`src/rtl/mem_pkg.sv`:
```
// Shared constants for the SRAM request path: return ids and the default burst length.
package mem_pkg;

    typedef logic [1:0] id_t;

    localparam id_t ID_NONE   = 2'd0;
    localparam id_t ID_IFETCH = 2'd1;
    localparam id_t ID_DATA   = 2'd2;

    localparam int BURST_DEFAULT = 4;

endpackage

```
`src/rtl/burst_tracker.sv`:
```
// Tracks one master's outstanding burst read: set on an accepted read, cleared by its last returned word.
module burst_tracker
    import mem_pkg::*;
#(
    parameter int BURST = BURST_DEFAULT
) (
    input  logic clock,
    input  logic rst,
    input  logic accept_read,
    input  logic ret,
    output logic pend
);

    localparam int            CW       = (BURST > 1) ? $clog2(BURST) : 1;
    localparam logic [CW-1:0] CNT_LOAD = CW'(BURST - 1);

    logic [CW-1:0] cnt;

    // A return with nothing pending leaves the counter alone, so it can never wrap.
    always_ff @(posedge clock) begin
        if (rst) begin
            pend <= 1'b0;
            cnt  <= '0;
        end else if (accept_read) begin
            pend <= 1'b1;
            cnt  <= CNT_LOAD;
        end else if (ret && pend) begin
            if (cnt == '0) begin
                pend <= 1'b0;
            end else begin
                cnt <= cnt - 1'b1;
            end
        end
    end

endmodule

```
`src/rtl/mem_arbiter2.sv`:
```
// Round-robin merge of the instruction-fetch (m0) and data (m1) ports onto the SRAM controller,
// with per-master read ordering and id-steered return data.
module mem_arbiter2
    import mem_pkg::*;
#(
    parameter int  BURST = BURST_DEFAULT,
    parameter id_t ID0   = ID_IFETCH,
    parameter id_t ID1   = ID_DATA
) (
    input  logic        clock,
    input  logic        rst,

    input  logic [29:0] m0_address,
    input  logic        m0_read,
    input  logic        m0_write,
    input  logic [31:0] m0_writedata,
    input  logic [3:0]  m0_writedatamask,
    output logic        m0_waitrequest,
    output logic [31:0] m0_readdata,
    output logic        m0_readdatavalid,

    input  logic [29:0] m1_address,
    input  logic        m1_read,
    input  logic        m1_write,
    input  logic [31:0] m1_writedata,
    input  logic [3:0]  m1_writedatamask,
    output logic        m1_waitrequest,
    output logic [31:0] m1_readdata,
    output logic        m1_readdatavalid,

    output logic [29:0] mem_address,
    output logic        mem_read,
    output logic        mem_write,
    output logic [31:0] mem_writedata,
    output logic [3:0]  mem_writedatamask,
    output id_t         mem_id,
    input  logic        mem_waitrequest,
    input  logic [31:0] mem_readdata,
    input  id_t         mem_readdataid
);

    logic last;
    logic pend0, pend1;
    logic elig0, elig1;
    logic gnt_vld, gnt_idx;
    logic sel_read, sel_write;
    logic accept;
    logic ret0, ret1;

    // A master with a read in flight is held off entirely to keep its own ordering.
    always_comb begin
        elig0   = (m0_read | m0_write) & ~pend0;
        elig1   = (m1_read | m1_write) & ~pend1;
        gnt_vld = elig0 | elig1;
        gnt_idx = 1'b0;
        if (elig0 && elig1) begin
            gnt_idx = ~last;
        end else if (elig1) begin
            gnt_idx = 1'b1;
        end
    end

    always_comb begin
        mem_address       = m0_address;
        mem_writedata     = m0_writedata;
        mem_writedatamask = m0_writedatamask;
        sel_read          = m0_read;
        sel_write         = m0_write;
        if (gnt_idx) begin
            mem_address       = m1_address;
            mem_writedata     = m1_writedata;
            mem_writedatamask = m1_writedatamask;
            sel_read          = m1_read;
            sel_write         = m1_write;
        end
    end

    // Read takes priority if a master illegally raises both.
    assign mem_read  = gnt_vld & sel_read;
    assign mem_write = gnt_vld & sel_write & ~sel_read;
    assign mem_id    = !gnt_vld ? ID_NONE : (gnt_idx ? ID1 : ID0);

    assign accept         = gnt_vld & ~mem_waitrequest;
    assign m0_waitrequest = (gnt_vld && !gnt_idx) ? mem_waitrequest : 1'b1;
    assign m1_waitrequest = (gnt_vld &&  gnt_idx) ? mem_waitrequest : 1'b1;

    assign ret0 = (mem_readdataid != ID_NONE) && (mem_readdataid == ID0);
    assign ret1 = (mem_readdataid != ID_NONE) && (mem_readdataid == ID1);

    assign m0_readdatavalid = ret0;
    assign m1_readdatavalid = ret1;
    assign m0_readdata      = mem_readdata;
    assign m1_readdata      = mem_readdata;

    // Reset value 1 lets m0 win the first tie.
    always_ff @(posedge clock) begin
        if (rst) begin
            last <= 1'b1;
        end else if (accept) begin
            last <= gnt_idx;
        end
    end

    burst_tracker #(.BURST(BURST)) u_track0 (
        .clock       (clock),
        .rst         (rst),
        .accept_read (accept & ~gnt_idx & sel_read),
        .ret         (ret0),
        .pend        (pend0)
    );

    burst_tracker #(.BURST(BURST)) u_track1 (
        .clock       (clock),
        .rst         (rst),
        .accept_read (accept & gnt_idx & sel_read),
        .ret         (ret1),
        .pend        (pend1)
    );

endmodule

```
`config.mk`:
```
export PLATFORM = sky130hd
export DESIGN_NAME = mem_arbiter2
export DESIGN_NICKNAME = d
export VERILOG_FILES = /design/src/rtl/mem_pkg.sv /design/src/rtl/burst_tracker.sv /design/src/rtl/mem_arbiter2.sv
export SDC_FILE = /design/constraint.sdc
export NUM_CORES = 1
export LEC_CHECK = 0
export BUFFER_PORTS_ARGS = -buffer_cell sky130_fd_sc_hd__clkbuf_2
export CAP_MARGIN = 20
export CORE_AREA = 4 4 120 122
export DETAILED_ROUTE_END_ITERATION = 10
export DIE_AREA = 0 0 124 126
export GPL_TIMING_DRIVEN = 1
export SLEW_MARGIN = 20
export SYNTH_ARGS = -nofsm -noshare
export SYNTH_HDL_FRONTEND = slang
export SYNTH_SLANG_ARGS = --single-unit
```
`constraint.sdc`:
```
create_clock -name clock -period 2.7 [get_ports clock]
set_input_delay 0.675 -clock clock [delete_from_list [all_inputs] [get_ports clock]]
set_output_delay 0.675 -clock clock [all_outputs]
set_load 0.1 [all_outputs]
```
==> results of run 1 <==
==> power groups by stage <==
stage / Combinational, mW / Clock, mW / Sequential [mW]
floorplan: 1.73 / 0 / 0.118
global placement: 2.10 / 0 / 0.122
detailed placement: 2.10 / 0 / 0.123
CTS: 2.14 / 0.256 / 0.121
global route: 2.19 / 0.263 / 0.122
finish: 2.12 / 0.253 / 0.120
==> metrics by stage <==
step / utilization / power, mW / hold slack (ns) / instance area [um^2]
after floorplan: - / 1.847 / 0.5118 / 1762
after detailed placement: 0.2834 / 2.225 / 0.5468 / 3739
after CTS: 0.2958 / 2.516 / 0.5574 / 3901
after global routing: 0.2967 / 2.572 / 0.5910 / 3914
after global placement: 0.2834 / 2.221 / 0.5515 / 3739
final: 0.2967 / 2.495 / 0.5557 / 3914
==> cell families (layout without fill, tap and decap cells) <==
group | after synthesis | after routing | share of synthesized area
buffers and inverters | 80 | 242 | 0.3293
multiplexers | 68 | 68 | 0.4381
AO/OA/AOI/OAI | 20 | 20 | 0.09164
AND/OR/NAND/NOR | 9 | 9 | 0.03651
flip-flops | 7 | 7 | 0.08017
adder cells (fa/ha/maj) | 2 | 2 | 0.01431
XOR/XNOR | 2 | 2 | 0.01002
==> critical path, delay by kind of cell <==
kind / cells / cell delay [ns]
buffers and inverters: 4 / 0.60
multiplexers: 1 / 0.37
AO/OA/AOI/OAI: 2 / 0.38
==> metal layers <==
metal	up-vias	GRT usage	share of wire
li1	913	-	-
met1	854	0.1350	0.40
met2	137	0.1740	0.47
met3	13	0.03901	0.11
met4	0	0.02448	0.017
met5	-	0	0
==> registers in the layout (all words and copies together) (netlist names) <==
| name | cells |
|---|---|
| last | 1 |
| u_track0.cnt | 2 |
| u_track1.pend | 1 |
| u_track0.pend | 1 |
| u_track1.cnt | 2 |
==> final timing paths <==
path	from	end	slack, ns
max	m0_read	mem_writedata[28]	-0.02
min reg2reg	u_track0.cnt[0]	u_track0.cnt[0]	0.56
min	u_track0.cnt[0]	u_track0.cnt[0]	0.56
max reg2reg	u_track0.cnt[0]	u_track0.cnt[1]	1.28
==> layout make-up <==
cell class | count | area [um^2] | area share
flip-flops and latches | 7 | 140.1 | 0.03581
inverters | 8 | 30.03 | 0.007673
repair buffers | 230 | 2327 | 0.5946
well taps | 176 | 220.2 | 0.05627
clock buffers | 4 | 78.83 | 0.02014
multi-input cells | 101 | 1117 | 0.2855
==> what timing repair did <==
| item | 4_1_cts | 5_1_grt |
|---|---|---|
| resized for setup | 21 | 2 |
| setup buffers | 0 | 1 |
| hold endpoints to repair | 0 | 0 |
| setup endpoints to repair | 62 | 62 |
==> cell usage in the layout (no fill, tap or decap), drive strengths merged <==
cell type	instances
a211o	2
a21bo	2
a21oi	7
a31oi	1
and4bb	2
buf	89
clkbuf	145
dfxtp	7
ha	2
inv	8
mux2	68
nand2	2
nand2b	2
nor2b	3
o211ai	1
o21a	1
o21ai	2
o21ba	1
o21bai	1
o2bb2ai	1
o311ai	1
xnor2	2
==> impl_metrics.json, run 1 <==
{
  "cts_num_sinks": 7,
  "synthTopCellsByCount": "buf_4 (69), mux2_2 (58), mux2_1 (10), inv_1 (8), dfxtp_1 (7)",
  "clockPowerShare": 0.101,
  "cp_slowest_cell": "mux2_2",
  "path_class": "in2out",
  "min_period_ns": 2.717,
  "final_cell_count_no_fill": 526,
  "vias": 1917,
  "hold_depth": 2,
  "path_clk_slew_ns": 0.04,
  "slew_violations": 0,
  "cts_made_buffers": 3,
  "layout.nets": 526,
  "synth_edf_count": 0,
  "grt_pass1_vias": 2233,
  "hold_violations": 0,
  "p_seq_frac": 0.048,
  "wl_per_cell_um": 16.72,
  "max_stage_delay_ns": 0.37,
  "crit_required_ns": 2.03,
  "maxCapViolCount": 0,
  "wl_um": 8797,
  "p_leak_nw": 1.910,
  "cp_data_arrival_time_ns": 2.04,
  "async_reset_ff_frac": 0,
  "tns_ns": -0.1490,
  "postSynthAreaPerCell_um2": 9.297,
  "pin_count": 311,
  "synth.distinct_cells": 25,
  "slew-limit-headroom": 0.6403,
  "hold_class": "reg2reg",
  "worstMarginPinSlew_ns": 0.5418,
  "status": "finished with violations",
  "finalCritPeriodShare": 1.006,
  "place_ws_ns": -0.09916,
  "synth.top_cell.area_share": 0.3737,
  "gp_congestion": 0.7642,
  "clock_latency_ns": 0.23,
  "track_usage": 0.1072,
  "clockBufferDepth": 2,
  "fmax_mhz": 368.0,
  "synth_nets": 363,
  "synth_area_leaders": "mux2_2 (37%), buf_4 (30%), dfxtp_1 (8.0%)",
  "htree_levels": 1,
  "yosysMostFrequentCell": "buf_4",
  "netlist_area_mm2": 0.001748,
  "cp_common_cell": "buf_12",
  "cts_root_buffer": "clkbuf_16",
  "comb_power_share": 0.850,
  "place_hpwl_um": 8200,
  "p_sw_mw": 1.376,
  "crit_path_cell_trace": "buf_8, o21ba_4, a21oi_4, buf_12, buf_4, mux2_2, buf_12",
  "die_width_um": 124,
  "reg2reg_depth": 5,
  "drcViolationCount": 0,
  "rsz0062_at_grt": "true",
  "synth.largest_area_cell": "mux2_2",
  "viasPerCell": 3.644,
  "worstPathMaxFanout": 12,
  "drive_gt1_frac": 0.8914,
  "cellPowerDensity_mw_per_mm2": 637.6,
  "ys_warn_count": 0,
  "portBuffers": 214,
  "start_util": 0.1325,
  "overflow": 0,
  "first_iter_violations": 20,
  "ctsHoldBuffers": 0,
  "peakVddDrop_uv": 277.0,
  "diodes": 0,
  "coreArea_mm2": 0.01319,
  "rows": 42,
  "fillers": 1369,
  "switching_share": 0.5514,
  "die_h_um": 126,
  "antenna_found_initial": 0,
  "skew_ns": 0.002680,
  "grt_pass1_wl_um": 12780,
  "cts_tree": "yes",
  "grt_start_max_net_pins": 19,
  "synth_ff_type": "dfxtp_1",
  "p_int_mw": 1.119,
  "seq_area_frac_synth": 0.08017,
  "dp_cells": 521,
  "syn_inst": 188,
  "setup_ws_ns": -0.01725,
  "drt-pass1-iter-count": 2,
  "critPathCaptureType": "output pin",
  "ys_seq_elements": 7,
  "start_kind": "primary input",
  "violations": "setup timing",
  "die_area_mm2": 0.01562,
  "setup-violations-final": 26,
  "area_growth_pct": 123.9,
  "final_antenna_net_count": 0
}
No activity file was read; power rests on OpenSTA's default activity.
==> run 2, diff against run 1 <==
--- a/config.mk
+++ b/config.mk
@@ -5,11 +5,11 @@
 export SDC_FILE = /design/constraint.sdc
 export NUM_CORES = 1
 export LEC_CHECK = 0
-export BUFFER_PORTS_ARGS = -buffer_cell sky130_fd_sc_hd__clkbuf_2
 export CAP_MARGIN = 20
-export CORE_AREA = 4 4 120 122
+export CORE_AREA = 4 4 118 120
 export DETAILED_ROUTE_END_ITERATION = 10
-export DIE_AREA = 0 0 124 126
+export DIE_AREA = 0 0 122 124
+export DONT_BUFFER_PORTS = 1
 export GPL_TIMING_DRIVEN = 1
 export SLEW_MARGIN = 20
 export SYNTH_ARGS = -nofsm -noshare
==> run 2 against run 1 <==
Compared with the run above: the flow now finishes without violations; clock skew is 0.0020 ns higher; final cell count is 29% lower; first-iteration DRC count grew to 2.6 times the previous value; sequential power hardly changed.
==> impl_metrics.json, run 2 (synthesized netlist as in run 1, its figures left out) <==
{
  "status": "completed",
  "ctsHoldBuffers": 0,
  "holdPathEnd": "u_track1.cnt[0]",
  "area_growth_pct": 70.29,
  "peakVddDrop_uv": 317.9,
  "start_kind": "primary input",
  "die_h_um": 124,
  "skew_ns": 0.004713,
  "dp_cells": 370,
  "reg2reg_depth": 5,
  "fmax_mhz": 377.6,
  "path_clk_slew_ns": 0.04,
  "final_antenna_net_count": 0,
  "wl_per_cell_um": 20.76,
  "worstPathMaxFanout": 21,
  "rsz0062_at_grt": "false",
  "r2r-start": "u_track0.cnt[0]",
  "slew-limit-headroom": 0.6485,
  "final_cell_count_no_fill": 374,
  "rows": 42,
  "pin_count": 311,
  "cts_root_buffer": "clkbuf_16",
  "worstHoldStart": "rst",
  "cellPowerDensity_mw_per_mm2": 767.1,
  "coreArea_mm2": 0.01298,
  "hold_depth": 1,
  "maxCapViolCount": 0,
  "grt_pass1_wl_um": 9867,
  "vias": 1375,
  "slew_violations": 0,
  "cts_num_sinks": 7,
  "crit_required_ns": 2.03,
  "cts_made_buffers": 3,
  "hold_class": "in2reg",
  "setup-violations-final": 0,
  "min_period_ns": 2.649,
  "grt_pass1_vias": 1519,
  "portBuffers": 0,
  "p_seq_frac": 0.053,
  "viasPerCell": 3.676,
  "cts_tree": "yes",
  "htree_levels": 1,
  "post_cts_buffers": 0,
  "drt-pass1-iter-count": 4,
  "mostFrequentLayoutCells": "buf_12 (70), mux2_2 (68), inv_1 (8), buf_4 (8), dfxtp_1 (7)",
  "path_class": "in2out",
  "tns_ns": 0,
  "wl_um": 7763,
  "drcViolationCount": 0,
  "reg_top3": "u_track0.cnt (2), u_track1.cnt (2)",
  "layout_commonest_cell": "buf_12",
  "clockPowerShare": 0.112,
  "start_util": 0.1347,
  "die_width_um": 122,
  "clockBufferDepth": 2,
  "die_area_mm2": 0.01513,
  "comb_power_share": 0.835,
  "diodes": 0,
  "timing.rr.end": "u_track0.cnt[1]",
  "cp_data_arrival_time_ns": 1.97,
  "antenna_found_initial": 0,
  "overflow": 0,
  "drive_gt1_frac": 0.8081,
  "cts_resized": 0,
  "clock_latency_ns": 0.23,
  "first_iter_violations": 52,
  "p_leak_nw": 1.168,
  "switching_share": 0.5743,
  "gp_congestion": 0.7442,
  "worstMarginPinSlew_ns": 0.5217,
  "grt_start_max_net_pins": 49,
  "reg2reg_slack_ns": 1.25,
  "layout.nets": 374,
  "critPathCaptureType": "output pin",
  "p_int_uw": 972.0,
  "track_usage": 0.08969,
  "p_sw_mw": 1.311,
  "place_hpwl_um": 7117,
  "hold_violations": 0,
  "finalCritPeriodShare": 0.9810
}
run 2: per-layer routing:
| metal | track usage | part of all wire | wire length, um | vias to the layer above |
|---|---|---|---|---|
| met1 | 0.09822 | 0.33 | 2592 | 605 |
| met5 | 0 | 0 | 0 | - |
| met3 | 0.05495 | 0.15 | 1144 | 30 |
| met2 | 0.1433 | 0.50 | 3851 | 131 |
| li1 | - | - | - | 609 |
| met4 | 0.03081 | 0.022 | 174 | 0 |
run 2: how the worst max path moves through the flow:
stage / endpoint / slack [ns] / startpoint / cells past startpoint
5_1_grt: mem_writedata[1] / 0.0009 / m0_read / 5
3_3_place_gp: mem_writedata[3] / 0.05 / m0_read / 5
4_1_cts: mem_writedata[3] / 0.03 / m0_read / 5
6_report: mem_writedata[20] / 0.05 / m0_read / 5
3_5_place_dp: mem_writedata[3] / 0.04 / m0_read / 5
2_1_floorplan: mem_address[10] / -0.06 / m0_read / 4
run 2: metrics by stage:
stage / power [mW] / utilization / setup WS, ns / cell area, um^2 / hold slack [ns]
floorplan: 1.847 / - / -0.05657 / 1762 / 0.5118
global placement: 2.024 / 0.2233 / 0.04733 / 2898 / 0.5398
CTS: 2.305 / 0.2293 / 0.03246 / 2977 / 0.5023
detailed placement: 2.043 / 0.2233 / 0.03576 / 2898 / 0.5509
global route: 2.338 / 0.2293 / 0.0008962 / 2977 / 0.5038
finish: 2.283 / 0.2293 / 0.05139 / 2977 / 0.5056
run 2: worst max-delay path, stage by stage:
cell and delay [ns]:
o21ba_4 0.22, a21oi_4 0.18, buf_4 0.31, mux2_2 0.41, buf_12 0.17
run 2: layout make-up:
type                    count  area [um^2]
fillers                  1359        10000
repair buffers             78         1461
multi-input cells         101         1046
well taps                 176        220.2
flip-flops and latches      7        140.1
clock buffers               4        78.83
inverters                   8        30.03
run 2: power by group through the flow:
stage | logic (mW) | clock network, mW | registers, mW
floorplan | 1.73 | 0 | 0.118
global placement | 1.90 | 0 | 0.121
detailed placement | 1.92 | 0 | 0.122
CTS | 1.92 | 0.260 | 0.120
global route | 1.95 | 0.265 | 0.122
finish | 1.91 | 0.256 | 0.120
